`config.mk`:
```
export PLATFORM = sky130hd
export DESIGN_NAME = row_line_loader
export DESIGN_NICKNAME = d
export VERILOG_FILES = /design/src/rtl/row_line_loader_pkg.sv /design/src/rtl/row_line_loader_ascii_hex_decode.sv /design/src/rtl/row_line_loader.sv
export SDC_FILE = /design/constraint.sdc
export NUM_CORES = 1
export LEC_CHECK = 0
export BUFFER_PORTS_ARGS = -buffer_cell sky130_fd_sc_hd__clkbuf_2
export CORE_UTILIZATION = 63
export DETAILED_ROUTE_END_ITERATION = 8
export HOLD_SLACK_MARGIN = 0.15
export PLACE_DENSITY_LB_ADDON = 0.2
export SYNTH_ARGS = -nofsm -noshare
export SYNTH_HDL_FRONTEND = slang
export SYNTH_HIERARCHICAL = 1
export SYNTH_SLANG_ARGS = --single-unit
```
`constraint.sdc`:
```
create_clock -name clk_in -period 4.56 [get_ports clk_in]
set_input_delay 0.228 -clock clk_in [delete_from_list [all_inputs] [get_ports clk_in]]
set_output_delay 0.228 -clock clk_in [all_outputs]
set_load 0.005 [all_outputs]
```
`src/rtl/row_line_loader_pkg.sv`:
```
// Shared types and constants for the row-load line parser.
package row_line_loader_pkg;

   localparam int unsigned ROWS_DEFAULT          = 32;
   localparam int unsigned BYTES_PER_ROW_DEFAULT = 128;

   localparam logic [7:0] CHAR_L  = 8'h4C;
   localparam logic [7:0] CHAR_LF = 8'h0A;
   localparam logic [7:0] CHAR_CR = 8'h0D;

   typedef enum logic [2:0] {
      StIdle,
      StRowHi,
      StRowLo,
      StDataHi,
      StDataLo,
      StExpectEol,
      StDiscard
   } state_e;

endpackage

```
`src/rtl/row_line_loader_ascii_hex_decode.sv`:
```
// Combinational ASCII classifier: decimal digit, hex digit and nibble value.
module row_line_loader_ascii_hex_decode (
   input  logic [7:0] char_i,
   output logic       is_dec_o,
   output logic       is_hex_o,
   output logic [3:0] nibble_o
);

   always_comb begin
      is_dec_o = 1'b0;
      is_hex_o = 1'b0;
      nibble_o = 4'h0;
      if (char_i >= 8'h30 && char_i <= 8'h39) begin
         is_dec_o = 1'b1;
         is_hex_o = 1'b1;
         nibble_o = char_i[3:0];
      end else if ((char_i >= 8'h41 && char_i <= 8'h46) ||
                   (char_i >= 8'h61 && char_i <= 8'h66)) begin
         // 'A'/'a' have low nibble 1, so adding 9 yields 10..15
         is_hex_o = 1'b1;
         nibble_o = char_i[3:0] + 4'd9;
      end
   end

endmodule

```
`src/rtl/row_line_loader.sv`:
```
// Parses "L<dd><hex pairs>\n" lines from the UART and writes the bytes into framebuffer port A.
module row_line_loader
   import row_line_loader_pkg::*;
#(
   parameter int unsigned                ROWS          = ROWS_DEFAULT,
   parameter int unsigned                BYTES_PER_ROW = BYTES_PER_ROW_DEFAULT,
   parameter int unsigned                ADDR_WIDTH    = 12,
   parameter int unsigned                TIMEOUT_WIDTH = 20,
   parameter logic [TIMEOUT_WIDTH-1:0]   TIMEOUT_TICKS = 20'd727273
) (
   input  logic                  clk_in,
   input  logic                  reset,
   input  logic [7:0]            rx_data,
   input  logic                  rx_valid,
   output logic [ADDR_WIDTH-1:0] ram_address,
   output logic [7:0]            ram_data_out,
   output logic                  ram_write_enable,
   output logic                  ram_clk_enable,
   output logic                  line_done,
   output logic                  line_error,
   output logic                  busy,
   output logic [7:0]            num_lines_ok
);

   localparam int unsigned IdxWidth = (BYTES_PER_ROW > 1) ? $clog2(BYTES_PER_ROW) : 1;

   state_e                  state_q, state_d;
   logic [3:0]              row_hi_q, row_hi_d;
   logic [6:0]              row_q, row_d;
   logic [3:0]              nib_hi_q, nib_hi_d;
   logic [IdxWidth-1:0]     idx_q, idx_d;
   logic [TIMEOUT_WIDTH-1:0] tmo_q, tmo_d;
   logic                    we_q, we_d;
   logic [ADDR_WIDTH-1:0]   addr_q, addr_d;
   logic [7:0]              data_q, data_d;
   logic                    done_q, done_d;
   logic                    err_q, err_d;
   logic [7:0]              lines_q, lines_d;

   logic       is_dec, is_hex;
   logic [3:0] nibble;
   logic       byte_seen;
   logic [6:0] row_val;

   row_line_loader_ascii_hex_decode u_decode (
      .char_i   (rx_data),
      .is_dec_o (is_dec),
      .is_hex_o (is_hex),
      .nibble_o (nibble)
   );

   assign row_val = 7'(row_hi_q) * 7'd10 + 7'(nibble);

   always_comb begin
      state_d  = state_q;
      row_hi_d = row_hi_q;
      row_d    = row_q;
      nib_hi_d = nib_hi_q;
      idx_d    = idx_q;
      tmo_d    = tmo_q;
      we_d     = 1'b0;
      addr_d   = addr_q;
      data_d   = data_q;
      done_d   = 1'b0;
      err_d    = 1'b0;
      lines_d  = lines_q;

      // CR is transparent: it neither advances the parser nor feeds the timeout
      byte_seen = rx_valid && (rx_data != CHAR_CR);

      if (state_q == StIdle) begin
         tmo_d = '0;
      end

      if (byte_seen) begin
         tmo_d = '0;
         if (rx_data == CHAR_L) begin
            state_d = StRowHi;
            err_d   = (state_q != StIdle) && (state_q != StDiscard);
         end else if (rx_data == CHAR_LF) begin
            state_d = StIdle;
            err_d   = (state_q == StRowHi) || (state_q == StRowLo) ||
                      (state_q == StDataHi) || (state_q == StDataLo);
            if (state_q == StExpectEol) begin
               done_d  = 1'b1;
               lines_d = lines_q + 8'd1;
            end
         end else begin
            unique case (state_q)
               StIdle, StDiscard: ;
               StRowHi: begin
                  if (is_dec) begin
                     row_hi_d = nibble;
                     state_d  = StRowLo;
                  end else begin
                     state_d = StDiscard;
                     err_d   = 1'b1;
                  end
               end
               StRowLo: begin
                  if (is_dec && (32'(row_val) < ROWS)) begin
                     row_d   = row_val;
                     idx_d   = '0;
                     state_d = StDataHi;
                  end else begin
                     state_d = StDiscard;
                     err_d   = 1'b1;
                  end
               end
               StDataHi: begin
                  if (is_hex) begin
                     nib_hi_d = nibble;
                     state_d  = StDataLo;
                  end else begin
                     state_d = StDiscard;
                     err_d   = 1'b1;
                  end
               end
               StDataLo: begin
                  if (is_hex) begin
                     we_d   = 1'b1;
                     data_d = {nib_hi_q, nibble};
                     addr_d = ADDR_WIDTH'(32'(row_q) * BYTES_PER_ROW + 32'(idx_q));
                     idx_d  = idx_q + IdxWidth'(1);
                     if (idx_q == IdxWidth'(BYTES_PER_ROW - 1)) begin
                        state_d = StExpectEol;
                     end else begin
                        state_d = StDataHi;
                     end
                  end else begin
                     state_d = StDiscard;
                     err_d   = 1'b1;
                  end
               end
               StExpectEol: begin
                  state_d = StDiscard;
                  err_d   = 1'b1;
               end
               default: state_d = StIdle;
            endcase
         end
      end else if (state_q != StIdle) begin
         if (tmo_q == TIMEOUT_TICKS - TIMEOUT_WIDTH'(1)) begin
            state_d = StIdle;
            tmo_d   = '0;
            err_d   = (state_q != StDiscard);
         end else begin
            tmo_d = tmo_q + TIMEOUT_WIDTH'(1);
         end
      end
   end

   always_ff @(posedge clk_in) begin
      if (!reset) begin
         state_q  <= StIdle;
         row_hi_q <= '0;
         row_q    <= '0;
         nib_hi_q <= '0;
         idx_q    <= '0;
         tmo_q    <= '0;
         we_q     <= 1'b0;
         addr_q   <= '0;
         data_q   <= '0;
         done_q   <= 1'b0;
         err_q    <= 1'b0;
         lines_q  <= '0;
      end else begin
         state_q  <= state_d;
         row_hi_q <= row_hi_d;
         row_q    <= row_d;
         nib_hi_q <= nib_hi_d;
         idx_q    <= idx_d;
         tmo_q    <= tmo_d;
         we_q     <= we_d;
         addr_q   <= addr_d;
         data_q   <= data_d;
         done_q   <= done_d;
         err_q    <= err_d;
         lines_q  <= lines_d;
      end
   end

   assign ram_address      = addr_q;
   assign ram_data_out     = data_q;
   assign ram_write_enable = we_q;
   assign ram_clk_enable   = we_q;
   assign line_done        = done_q;
   assign line_error       = err_q;
   assign busy             = (state_q != StIdle);
   assign num_lines_ok     = lines_q;

endmodule
```
Yosys cells after proc, flatten, opt, wreduce, memory -nomap -nowiden --
Index checks and enable logic that the tools add are counted.
Cells by class: add/subtract/negate cells 6, $mul 1, magnitude comparators 7, equality and inequality tests 15, muxes and demuxes 33, bitwise logic cells 5, reduce and logical (&&, ||, !) cells 28
Operators by type and width (number):
- $mux 20 | 3
- $mux 3 | 9
- $add 20x1->20 const B | 1
- $eq 20x20->1 const B | 1
- $reduce_and 5->1 | 4
- $pmux 3 s6 | 1
- $ge 8x7->1 const B | 2
- $le 8x7->1 const B | 2
- $mux 7 | 2
- $pmux 7 s2 | 1
- $mux 1 | 13
- $add 12x7->12 | 1
- $eq 3x3->1 const B | 3
- $add 8x1->8 const B | 1
- $eq 8x4->1 const B | 1
- $eq 8x7->1 const B | 1
- $ge 8x6->1 const B | 1
- $le 8x6->1 const B | 1
- $mux 4 | 2
- $ne 8x4->1 const B | 1
- $reduce_bool 2->1 | 4
- $add 7x1->7 const B | 1
- $add 7x4->7 | 1
- $eq 7x7->1 const B | 1
- 22 further kinds | 37
Word-level totals: bits in registers 74, input port bits 11, output and inout port bits 33, word-level logic and storage cells 107

Longest topological paths before layout --
depth after elaboration 13, gate-level depth with buffers 12, depth with buffers taken out 12

Cells and area by module --
The synthesis kept the hierarchy.
By module, submodules not included:
- row_line_loader | instances 1, cells each 434, area each 3799.9 µm², seq. area each 1481.4 µm²
- row_line_loader_ascii_hex_decode | instances 1, cells each 25, area each 210.2 µm², seq. area each 0.0 µm²

Worst setup path after synthesis --
Ideal clock, no wire load.
path type input port to flip-flop, start point in rx_data[0], end point reg idx_q[2], library setup time 0.126 ns, arrival 2.882 ns, required time 4.434 ns, path slack 1.551 ns, stages on the path 12, buffers on the path 0, cell sequence inv_1 ha_1 o21ba_2 o21ai_2 o22ai_2 ha_1 fa_1 a21o_1 a22o_1 or4b_1 o21ai_1 nor2_1
On the way: cells in the longest elaborated chain, start to end 10, elaborated cells between the ends (all ways) 28, those cells by class add/sub (2); order compare (7); eq/ne (5); mux (5); bitwise (2); reduce/logical (7)
RTL lines:
- start, declared | line row_line_loader.sv:13 | input logic [7:0] rx_data,
- $ge 8x7->1, or another cell as far along | line row_line_loader_ascii_hex_decode.sv:17 | end else if ((char_i >= 8'h41 && char_i <= 8'h46) ||
- $logic_and 1x1->1 (on tied branches) | line row_line_loader_ascii_hex_decode.sv:17, row_line_loader_ascii_hex_decode.sv:18
- $logic_or 1x1->1 | line row_line_loader_ascii_hex_decode.sv:17
- $mux 4 | line row_line_loader_ascii_hex_decode.sv:17
- $mux 4 * | line row_line_loader_ascii_hex_decode.sv:13 | if (char_i >= 8'h30 && char_i <= 8'h39) begin
- named net nibble[1] | line row_line_loader.sv:41 | logic [3:0] nibble;
- $add 7x4->7 * | line row_line_loader.sv:52 | assign row_val = 7'(row_hi_q) * 7'd10 + 7'(nibble);
- $lt 7x6->1 * | line row_line_loader.sv:101 | if (is_dec && (32'(row_val) < ROWS)) begin
- $logic_and 1x1->1 * | line row_line_loader.sv:101
- $ne 2x1->1 (no line) *
- $reduce_and 6->1 (no line) *
- end signal, assigned | line row_line_loader.sv:172 | idx_q <= idx_d;
- end, declared | line row_line_loader.sv:31 | logic [IdxWidth-1:0] idx_q, idx_d;
The timed path passes the listed nets; every way through them passes the cells marked *. A chain may end at the register's enable or synchronous reset.

Worst setup path in the final report --
start point in rx_data[0], end point reg idx_q[6]
Same word-level chain as after synthesis.

==> impl_metrics.py <==
metrics = {
    "finish": {
        "layout-drive-gt1-share_pct": 19.3,
        "final_common_cell": "dfxtp_1",
        "syn2layout_area_growth_pct": 10.6,
        "antenna_cells": 0,
        "nNetsFinal": 520,
        "final_cells": 573,
        "mostFrequentLayoutCells": "dfxtp_1 (74), nand2_1 (61), clkbuf_2 (43), nor2_1 (42), a21oi_1 (35)",
        "final_area_mm2": 0.00443,
    },
    "placed_design": {
        "dpl.hpwl_mm": 6.08,
        "place.gp.congestion": 0.828,
        "placed_area_mm2": 0.00420,
        "dpl_worst_slack_ps": 852,
        "placedCellCount": 557,
        "io_buffers": 43,
    },
    "synthesis": {
        "synthTopCellsByArea": "dfxtp_1 (37%), nand2_1 (5.7%), xnor2_1 (4.8%), a21oi_1 (4.4%), ha_1 (4.4%)",
        "synth_top_area_cell": "dfxtp_1",
        "avgSynthCellArea_um2": 8.74,
        "synth_edf_count": 0,
        "ys_ff_latch": 74,
        "yosys_warnings": 6,
        "yosysTopAreaCellShare_pct": 36.9,
        "syn-instance-count": 459,
        "ys_types": 74,
        "synth_nets": 486,
        "seq_area_frac_synth_pct": 36.9,
        "yosys_most_used_dff": "dfxtp_1",
        "synthArstFlopShare_pct": 0,
        "syn_area_mm2": 0.00401,
    },
    "pwr": {
        "p_clk_share_pct": 45.8,
        "vdd_drop_max_v": 0.000230,
        "power.switching_uw": 296,
        "p_per_area_mw_per_mm2": 291,
        "p_leak_nw": 1.65,
        "power.share.switching_pct": 23.0,
        "seq_power_share_pct": 50.0,
        "power_frac_comb_pct": 4.2,
        "p_total_mw": 1.29,
        "internal-power_uw": 993,
    },
    "critical_path": {
        "r2r_slack_ps": 1540,
        "cp-start-kind": "primary input",
        "cp.required_ps": 4790,
        "path_max_fanout": 12,
        "startpoint": "rx_data[0]",
        "critPathKind": "primary input to flop",
        "reg2reg_depth": 8,
        "rr_startpoint": "row_hi_q[1]",
        "cp.arrival_ps": 3650,
        "critPathCaptureType": "flop",
    },
    "clock_tree": {
        "post_cts_buffers": 0,
        "path_clk_slew_ps": 90,
        "clock_latency_ps": 350,
        "holdBufCountCts": 0,
        "cts_tree": "built",
        "cts_resized": 0,
        "cts_num_sinks": 74,
        "cts_root_buf": "clkbuf_8",
        "cts_buffers": 9,
        "cts_buffer_depth": 2,
        "h-tree-depth": 3,
    },
    "routing": {
        "routed_wl_mm": 8.57,
        "drc_errors": 0,
        "drt-initial-drc-count": 115,
        "drt_first_pass_iters": 4,
        "ant_nets": 0,
        "vias": 3362,
        "detail_route.wl_per_cell_um": 15.0,
        "viasPerCell": 5.87,
    },
    "sta": {
        "period_needed_ps": 3420,
        "fin_skew_ps": 9.95,
        "rsz0062_at_grt": "no",
        "max_freq_ghz": 0.292,
        "slew_violations": 0,
        "maxSlewHeadroom_pct": 47.1,
        "tightest_slew_ps": 793,
        "finalHoldViolCount": 0,
        "setup_ws_ps": 1140,
        "period_share_pct": 75.0,
        "finalSetupTns_ps": 0,
        "setup_violations": 0,
    },
    "floorplan": {
        "core_area_mm2": 0.00603,
        "start_util_pct": 66.5,
        "dieArea_mm2": 0.00669,
        "ios": 44,
        "std_cell_rows": 28,
        "dieWidth_um": 81.8,
        "die_y_um": 81.8,
    },
    "worst_hold_path": {
        "holdPathStages": 2,
        "hold_class": "primary input to flop",
        "min_from": "reset",
    },
    "grt": {
        "grtUsageTotal_pct": 27.2,
        "antenna_found_initial": 0,
        "grt_max_degree": 48,
        "grt_pass1_vias": 3113,
        "grt_pass1_wl_mm": 14.0,
        "gr-total-overflow": 0,
    },
    "flow_run": {
        "cap_viol_max_count": 0,
    },
    "run_status": {
        "status": "finished, final reports clean",
    },
}
-- critical path, stage by stage --
cell and delay (ps):
clkbuf_2 280, inv_1 120, ha_1 240, o21ba_2 230
o21ai_2 210, o22ai_2 150, ha_1 240, fa_1 450
a21o_1 210, a22o_1 230, or4b_1 600, o21ai_1 350
nor2_1 90
-- worst paths after layout --
path / to
max: idx_q[6]
min: state_q[1]
max reg2reg: idx_q[6]
min reg2reg: ram_address[11]
-- through the flow --
step	hold WS [ps]	utilization, %
after floorplan	370	-
after global placement	440	69.7
after detailed placement	449	69.7
after CTS	213	73.6
after global routing	235	73.6
final	215	73.6
-- layout make-up --
class / instances / area, µm²
inverter: 15 / 56.3
timing repair buffer: 46 / 238
clock inverter: 6 / 97.6
sequential: 74 / 1480
clock buffer: 10 / 138
multi-input combinational: 347 / 2330
tap: 75 / 93.8
fill: 472 / 1590
-- routing by layer --
| metal | vias to the layer above | wire [µm] | GRT usage, % |
|---|---|---|---|
| met2 | 66 | 4330 | 47.9 |
| met4 | 0 | 127 | 10.5 |
| met3 | 9 | 261 | 4.00 |
| li1 | 1686 | - | - |
| met1 | 1601 | 3850 | 33.2 |
| met5 | - | 0 | 0 |
-- kinds of logic (layout without fill, tap and decap cells) --
kind of cell	count (synthesis)	in the layout	share of synthesized area [%]
mux	10	10	2.50
fa+ha+maj	16	16	5.37
compound gates	79	79	14.1
simple gates	206	206	28.3
xor+xnor	36	36	7.86
flops	74	74	36.9
buf+inv	38	77	4.96
-- flip-flops by register name, summed over array words and instances (netlist names) --
| register | count |
|---|---|
| ram_data_out | 8 |
| state_q | 3 |
| tmo_q | 20 |
| row_hi_q | 4 |
| ram_clk_enable | 1 |
| row_q | 5 |
| line_error | 1 |
| ram_address | 12 |
| idx_q | 7 |
| num_lines_ok | 8 |
| line_done | 1 |
| nib_hi_q | 4 |
-- Yosys cell counts, types with 4 or more instances --
master,instances
a211oi_1,4
a21oi_1,35
and3_1,6
and4_1,6
buf_6,6
clkbuf_1,12
dfxtp_1,74
ha_1,14
inv_1,15
mux2i_1,10
nand2_1,61
nand2b_1,5
nand3_1,20
nand4_1,11
nor2_1,42
nor2_2,10
nor3_1,8
o21ai_0,8
xnor2_1,22
xor2_1,14
-- power by group through the flow --
| stage | Clock [mW] | Sequential [mW] | Combinational, mW |
|---|---|---|---|
| final | 0.590 | 0.645 | 0.0540 |
| after global routing | 0.618 | 0.646 | 0.0584 |
| after CTS | 0.594 | 0.645 | 0.0533 |
| after detailed placement | 0 | 0.661 | 0.0532 |
| after global placement | 0 | 0.661 | 0.0508 |
| after floorplan | 0 | 0.661 | 0.0345 |
(Power assumes the default switching activity.)
